==> src/rtl/led_fader_pkg.sv <==
// Shared constants and gamma table for the eight-channel LED fader.
// The gamma table is used only when LED_FADER_GAMMA_EN is defined.
package led_fader_pkg;

  localparam int LED_COUNT = 8;
  localparam int LEVEL_W   = 4;

  typedef logic [LEVEL_W-1:0] level_t;

  localparam level_t LEVEL_MAX = level_t'(15);

  // Perceptual brightness curve, indexed by linear level 0..15.
  localparam level_t GAMMA [16] = '{
    4'd0, 4'd0, 4'd0, 4'd1, 4'd1, 4'd1, 4'd2,  4'd2,
    4'd3, 4'd4, 4'd5, 4'd6, 4'd8, 4'd10, 4'd12, 4'd15
  };

  function automatic level_t gamma_lookup(input level_t lvl);
    return GAMMA[lvl];
  endfunction

endpackage

==> src/rtl/led_fader_if.sv <==
// Pattern input, enable and LED drive outputs of the fader.
// master drives en/pattern_in, slave (the fader) drives led_out/all_dark.
interface led_fader_if;
  import led_fader_pkg::*;

  logic                 en;
  logic [LED_COUNT-1:0] pattern_in;
  logic [LED_COUNT-1:0] led_out;
  logic                 all_dark;

  modport master (
    output en,
    output pattern_in,
    input  led_out,
    input  all_dark
  );

  modport slave (
    input  en,
    input  pattern_in,
    output led_out,
    output all_dark
  );

endinterface

==> src/rtl/led_fader_channel.sv <==
// One LED channel: brightness level with set/decay, duty map and PWM output flop.
// Duty mapping is gamma-corrected when LED_FADER_GAMMA_EN is defined, linear otherwise.
module led_fader_channel
  import led_fader_pkg::*;
(
  input  logic   clk,
  input  logic   rst,
  input  logic   i_en,
  input  logic   i_set,
  input  logic   i_step_tick,
  input  level_t i_pwm_cnt,
  output level_t o_level,
  output logic   o_led
);

  level_t r_level;
  level_t w_level_nxt;
  level_t w_duty;
  logic   r_led;

  // Set beats decay when both happen on the same cycle.
  always_comb begin
    w_level_nxt = r_level;
    if (i_en) begin
      if (i_set) begin
        w_level_nxt = LEVEL_MAX;
      end else if (i_step_tick && (r_level != '0)) begin
        w_level_nxt = r_level - level_t'(1);
      end
    end
  end

`ifdef LED_FADER_GAMMA_EN
  assign w_duty = gamma_lookup(w_level_nxt);
`else
  assign w_duty = w_level_nxt;
`endif

  // Output follows the level being written on this same edge.
  always_ff @(posedge clk) begin
    if (rst) begin
      r_level <= '0;
      r_led   <= 1'b0;
    end else begin
      r_level <= w_level_nxt;
      r_led   <= i_en & ((w_duty == LEVEL_MAX) | (i_pwm_cnt < w_duty));
    end
  end

  assign o_level = r_level;
  assign o_led   = r_led;

endmodule

==> src/rtl/led_fader.sv <==
// Eight-channel LED fader: lit pattern bits jump to full brightness, then decay one
// level per step tick. Optional gamma mapping is enabled by LED_FADER_GAMMA_EN.
module led_fader
  import led_fader_pkg::*;
#(
  parameter int CLK_FREQ = 25_000_000,
  parameter int STEP_HZ  = 64
) (
  input  logic         clk,
  input  logic         rst,
  led_fader_if.slave   bus
);

  localparam int STEP_DIV = CLK_FREQ / STEP_HZ;
  localparam int PRESC_W  = (STEP_DIV > 2) ? $clog2(STEP_DIV) : 1;
  localparam logic [PRESC_W-1:0] PRESC_LAST = PRESC_W'(STEP_DIV - 1);

  if (STEP_DIV < 2) begin : g_bad_div
    $error("led_fader: CLK_FREQ/STEP_HZ must be at least 2");
  end

  logic [LED_COUNT-1:0] r_pattern_q;
  logic [PRESC_W-1:0]   r_presc;
  level_t               r_pwm_cnt;
  logic                 r_all_dark;
  logic                 w_step_tick;
  logic                 w_levels_zero;
  level_t               w_level [LED_COUNT];
  logic [LED_COUNT-1:0] w_led;

  assign w_step_tick = bus.en & (r_presc == PRESC_LAST);

  // The pattern stage keeps sampling even while the fader is paused.
  always_ff @(posedge clk) begin
    if (rst) begin
      r_pattern_q <= '0;
    end else begin
      r_pattern_q <= bus.pattern_in;
    end
  end

  always_ff @(posedge clk) begin
    if (rst) begin
      r_presc   <= '0;
      r_pwm_cnt <= '0;
    end else if (bus.en) begin
      r_presc   <= (r_presc == PRESC_LAST) ? '0 : r_presc + PRESC_W'(1);
      r_pwm_cnt <= r_pwm_cnt + level_t'(1);
    end
  end

  for (genvar gi = 0; gi < LED_COUNT; gi++) begin : g_ch
    led_fader_channel u_ch (
      .clk         (clk),
      .rst         (rst),
      .i_en        (bus.en),
      .i_set       (r_pattern_q[gi]),
      .i_step_tick (w_step_tick),
      .i_pwm_cnt   (r_pwm_cnt),
      .o_level     (w_level[gi]),
      .o_led       (w_led[gi])
    );
  end

  always_comb begin
    w_levels_zero = 1'b1;
    for (int i = 0; i < LED_COUNT; i++) begin
      if (w_level[i] != '0) begin
        w_levels_zero = 1'b0;
      end
    end
  end

  always_ff @(posedge clk) begin
    if (rst) begin
      r_all_dark <= 1'b1;
    end else begin
      r_all_dark <= w_levels_zero;
    end
  end

  assign bus.led_out  = w_led;
  assign bus.all_dark = r_all_dark;

endmodule

==> src/flat_wrapper.sv <==
// flat-port wrapper written by rule: the top's interface ports become plain ports
module led_fader_flat import led_fader_pkg::*;
#(
  parameter int CLK_FREQ = 25_000_000,
  parameter int STEP_HZ  = 64
)
  (clk, rst, bus_en, bus_pattern_in, bus_led_out, bus_all_dark);
  led_fader_if bus_i ();
  input  logic clk;
  input  logic rst;
  input wire logic [$bits(bus_i.en)-1:0] bus_en;
  input wire logic [$bits(bus_i.pattern_in)-1:0] bus_pattern_in;
  output wire logic [$bits(bus_i.led_out)-1:0] bus_led_out;
  output wire logic [$bits(bus_i.all_dark)-1:0] bus_all_dark;
  assign bus_i.en = bus_en;
  assign bus_i.pattern_in = bus_pattern_in;
  assign bus_led_out = bus_i.led_out;
  assign bus_all_dark = bus_i.all_dark;
  led_fader #(.CLK_FREQ(CLK_FREQ), .STEP_HZ(STEP_HZ)) u_core (.clk(clk), .rst(rst), .bus(bus_i));
endmodule
==> config.mk <==
export PLATFORM = sky130hd
export DESIGN_NAME = led_fader_flat
export DESIGN_NICKNAME = d
export VERILOG_FILES = /design/src/rtl/led_fader_pkg.sv /design/src/rtl/led_fader_if.sv /design/src/rtl/led_fader_channel.sv /design/src/rtl/led_fader.sv /design/src/flat_wrapper.sv
export SDC_FILE = /design/constraint.sdc
export NUM_CORES = 1
export LEC_CHECK = 0
export ABC_AREA = 1
export ABC_CLOCK_PERIOD_IN_PS = 4030
export CAP_MARGIN = 40
export CORE_MARGIN = 2
export CORE_UTILIZATION = 45
export DETAILED_ROUTE_END_ITERATION = 8
export SLEW_MARGIN = 15
export SYNTH_ARGS = -nofsm -noshare
export SYNTH_HDL_FRONTEND = slang
export SYNTH_SLANG_ARGS = --single-unit
==> constraint.sdc <==
create_clock -name clk -period 4.03 [get_ports clk]
set_input_delay 0.806 -clock clk [delete_from_list [all_inputs] [get_ports clk]]
set_output_delay 0.806 -clock clk [all_outputs]
set_load 0.01 [all_outputs]
== Word-level counts from Yosys, hierarchy flattened ==
Index checks and enable logic that the tools add are counted.

* Flip-flop bits (word level): 72
* Bits of input ports: 11
* Word-level logic and storage cells: 113

* Add/sub/neg operators: 10
* Magnitude comparators: 8
* Eq/ne operators: 9
* Mux-type cells: 33
* Bitwise operators: 17
* Reductions and logical operators: 16

{| class="wikitable"
|+ Operators with widths
! cell !! count
|-
| 2-to-1 mux 4 bit || 24
|-
| equality test 4 bit, second input constant || 8
|-
| less-than comparator 4 bit || 8
|-
| nonzero test 4 bit || 8
|-
| subtractor 4 x 1 -> 4 bit, second input constant || 8
|-
| adder 19 x 1 -> 19 bit, second input constant || 1
|-
| equality test 19 bit, second input constant || 1
|-
| 2-to-1 mux 19 bit || 1
|-
| bitwise AND 1 bit || 9
|-
| logical AND 1 bit || 8
|-
| 2-to-1 mux 1 bit || 8
|-
| bitwise OR 1 bit || 8
|-
| adder 4 x 1 -> 4 bit, second input constant || 1
|}

== Depth between registers and ports, before layout ==
* Depth in word-level cells: 9
* Mapped depth: 16

== By module ==
Synthesis repeated with hierarchy kept, for this count alone.

* Cell total of the unflattened synthesis: 714
* Area, all modules: 4,574.4 um2

{| class="wikitable"
|+ Modules (own cells, without submodules)
! module !! instances !! cells each !! area each (um2) !! sequential area each (um2)
|-
| led_fader_channel || 8 || 60 || 371.6 || 100.1
|-
| led_fader || 1 || 234 || 1,601.5 || 640.6
|}

== Least setup slack after synthesis ==
OpenSTA, ideal clock, no wires.

* Path kind: input to register
* From: in bus_en
* To: reg u_core.g_ch[2].u_ch.r_led
* Setup time: 0.125 ns
* Data arrival time: 2.248 ns
* Setup slack: 1.657 ns
* Stages on the path: 13
* Buffers on the path: 2
* Cells stage by stage: buf_4 -> inv_1 -> buf_2 -> nor2_4 -> inv_1 -> nand2_1 -> nand3_1 -> inv_1 -> ha_1 -> a21boi_0 -> nand2_1 -> nand2_1 -> a21oi_1

* Word-level cells in the longest chain between the ends: 8
* Elaborated cells on any way between the ends: 9
* Classes of those cells: order compare: 1; eq/ne: 1; mux: 3; bitwise: 3; reduce/logical: 1

{| class="wikitable"
|+ RTL lines
! what !! line !! text
|-
| start, declared || flat_wrapper.sv:11 || <nowiki>input wire logic [$bits(bus_i.en)-1:0] bus_en;</nowiki>
|-
| bitwise AND 1 bit || led_fader.sv:31 || <nowiki>assign w_step_tick = bus.en & (r_presc == PRESC_LAST);</nowiki>
|-
| logical AND 1 bit || led_fader_channel.sv:27 || <nowiki>end else if (i_step_tick && (r_level != '0)) begin</nowiki>
|-
| 2-to-1 mux 4 bit || led_fader_channel.sv:27 ||
|-
| 2-to-1 mux 4 bit || led_fader_channel.sv:25 || <nowiki>if (i_set) begin</nowiki>
|-
| 2-to-1 mux 4 bit || led_fader_channel.sv:24 || <nowiki>if (i_en) begin</nowiki>
|-
| less-than comparator 4 bit or equality test 4 bit (tied branches) || led_fader_channel.sv:46 || <nowiki>r_led <= i_en & ((w_duty == LEVEL_MAX) | (i_pwm_cnt < w_duty));</nowiki>
|-
| bitwise OR 1 bit || led_fader_channel.sv:46 ||
|-
| bitwise AND 1 bit * || led_fader_channel.sv:46 ||
|-
| end signal, assigned || led_fader_channel.sv:46 ||
|-
| end, declared || led_fader_channel.sv:19 || <nowiki>logic r_led;</nowiki>
|}

Mark *: on every way between the ends. The rest lies on a longest branch, timed or not.
A chain may end at the register's enable or synchronous reset.

== Worst setup path in the final report ==
* From: in bus_en
* To: reg u_core.g_ch[7].u_ch.r_led

* Word-level cells in the longest chain between the ends: 8
* Elaborated cells on any way between the ends: 9
* Classes of those cells: order compare: 1; eq/ne: 1; mux: 3; bitwise: 3; reduce/logical: 1

{| class="wikitable"
|+ RTL lines
! what !! line
|-
| bitwise AND 1 bit || led_fader.sv:31
|-
| logical AND 1 bit || led_fader_channel.sv:27
|-
| 2-to-1 mux 4 bit || led_fader_channel.sv:27
|-
| 2-to-1 mux 4 bit || led_fader_channel.sv:25
|-
| 2-to-1 mux 4 bit || led_fader_channel.sv:24
|-
| less-than comparator 4 bit or equality test 4 bit (tied branches) || led_fader_channel.sv:46
|-
| bitwise OR 1 bit || led_fader_channel.sv:46
|-
| bitwise AND 1 bit * || led_fader_channel.sv:46
|-
| end signal, assigned || led_fader_channel.sv:46
|-
| end, declared || led_fader_channel.sv:19
|}

Marks and branches as above.

==> out/metrics.yaml <==
grt_overflow: 0
antenna_left: 0
dieHeight_um: 102.9
status: "finished clean"
ys_types: 33
area.growth.synth_to_final_pct: 8.962
routedWlPerCell_um: 13.38
critPathLaunchType: "input port"
finalNetCount: 692
yosys_warnings: 0
drive_above_1_share_pct: 8.408
crit_top_cell: "inv_1"
io_pins: 20
num_vias: 4107
cts_buffers: 9
syn-num-nets: 684
clk_latency_ns: 0.35
r2r_slack_ns: 1.38
cts_tree: "built"
die_area_um2: 10580
setup_violations: 0
htree_levels: 3
min_period_over_period_pct: 72.44
clk_pin_slew_ns: 0.07
synth_area_leaders: "dfxtp_1, nand2_1, inv_1, nand3_1, nand4_1"
viasPerCell: 5.140
rows: 36
root_buffer: "clkbuf_8"
hp-class: "reg2reg"
antenna_found_initial: 0
worst_ir_drop_vdd_mv: 0.1637
fmax_ghz: 0.3425
cellPowerDensity_nw_per_um2: 314.4
synth_edf_count: 0
drt_wl_total_um: 10690
fp.dieW_um: 102.9
worst_setup_path_end_kind: "flop"
p_leak_uw: 0.002324
fin_tns_setup_ns: 0
fin_cells: 799
hold_buffers: 0
ys_seq_area_share_pct: 32.77
ys_async_sr_fraction_pct: 0
maxSlewHeadroom_pct: 54.05
cp_max_fo: 10
grt_pass1_vias: 3820
portBuffers: 19
dp_hpwl_um: 7382
syn_area_um2: 4398
initial_core_util_pct: 45.63
cp_top_family: "buffers and inverters"
skew_ns: 0.01258
rsz0062_at_grt: "false"
dr.first_iter.drc_count: 223
crit_type: "in2reg"
grtUsageTotal_pct: 21.49
dr.pass1.iters: 5
cp.arrival_ns: 3.18
synthesis.instances: 654
grt_max_degree: 41
dp.cells: 784
mostFrequentLayoutCell: "nand2_1"
cts_buffer_depth: 2
synth_largest_area_cell: "dfxtp_1"
synth-main-ff-cell: "dfxtp_1"
cp_slowest_cell: "clkdlybuf4s50_1"
place.gp.congestion: 0.8439
place_ws_ns: 0.7534
yosys.area.top_type_share_pct: 32.77
core_area_um2: 9639
path_cells: "clkdlybuf4s50_1 -> inv_1 -> nor2_4 -> inv_1 -> nand2_1 -> nand3_1 -> inv_1 -> ha_1 -> inv_1 -> nor2_1 -> nor2_1 -> nand2_1 -> a21oi_1"
slowest_delay_ns: 0.71
ys_ff_latch: 72
final_cell_mix: "nand2_1, inv_1, dfxtp_1, nand3_1, nor2_1"
finalPower_uw: 1507
grt_pass1_wl_um: 17680
slew_violations: 0
hold_viol: 0
max_cap_violations: 0
min_period_ns: 2.919
crit_required_ns: 4.29
postCtsSetupBuffers: 0
worst_pin_slew_ns: 0.6885
drt_drc_violations_left: 0
cts_resized: 0
syn_avg_cell_area_um2: 6.725
clock-sinks: 72
critPathBufInv: 5
n_antenna_cell: 0
setup_ws_ns: 1.111
[flip-flops by register name, summed over array words and instances, names as in the netlist]
signal                    cells
u_core.g_ch.u_ch.o_led        8
u_core.r_pwm_cnt              4
u_core.bus.all_dark           1
u_core.r_pattern_q            8
u_core.r_presc               19
u_core.g_ch.u_ch.o_level     32
[stage by stage]
stage	cell area, um^2	hold WS [ns]	util, %
6_report	4792	0.4956	49.71
2_1_floorplan	4398	0.4558	-
3_5_place_dp	4638	0.4814	48.12
5_1_grt	4792	0.5325	49.71
4_1_cts	4792	0.4971	49.71
3_3_place_gp	4638	0.4794	48.12
[cell usage after synthesis (6+ instances only)]
library cell	number
dfxtp_1	72
nand2_1	166
inv_2	6
ha_1	19
xor2_1	14
nand3_1	57
nand3_2	10
inv_1	115
nand4_1	44
nor2_1	48
nor3_1	15
clkbuf_1	7
buf_4	13
a21oi_1	19
[worst paths after layout]
path,from,endpoint,cells past startpoint
max,bus_en,u_core.g_ch[7].u_ch.o_led,13
min,u_core.r_presc[1],u_core.r_presc[1],2
max reg2reg,u_core.r_presc[1],u_core.g_ch[7].u_ch.o_led,16
min reg2reg,u_core.r_presc[1],u_core.r_presc[1],2
[final cells by class]
| class | count | area [um^2] |
|---|---|---|
| inverters | 123 | 461.7 |
| clock inverters | 4 | 22.52 |
| fillers | 1039 | 4847 |
| multi-input cells | 431 | 2321 |
| repair buffers | 25 | 247.7 |
| flip-flops and latches | 72 | 1441 |
| clock buffers | 11 | 131.4 |
| well taps | 133 | 166.4 |
[layer usage]
metal | global-route usage, % | wire (um)
met3 | 3.390 | 512
met5 | 0 | 0
met1 | 26.81 | 4820
met2 | 37.20 | 5146
met4 | 8.502 | 211
[tightest hold or removal path, delay by kind of cell, from the launching register on]
kind	cells	cell delay [ns]
AO/OA/AOI/OAI	1	0.05
flip-flops	1	0.33
AND/OR/NAND/NOR	1	0.07
[where the power goes]
group | total (uW) | internal [uW] | switching [uW] | leakage, uW
Combinational | 254 | 95.0 | 159 | 0.00166
Sequential | 769 | 743 | 26.3 | 0.000589
Clock | 483 | 217 | 266 | 0.0000789
[cell families after synthesis]
family	count (synthesis)	synth area share, %
simple gates	365	40.23
buf+inv	151	14.45
flops	72	32.77
compound gates	33	4.353
fa+ha+maj	19	5.405
xor+xnor	14	2.788
Power figures use the tool's default switching activity.
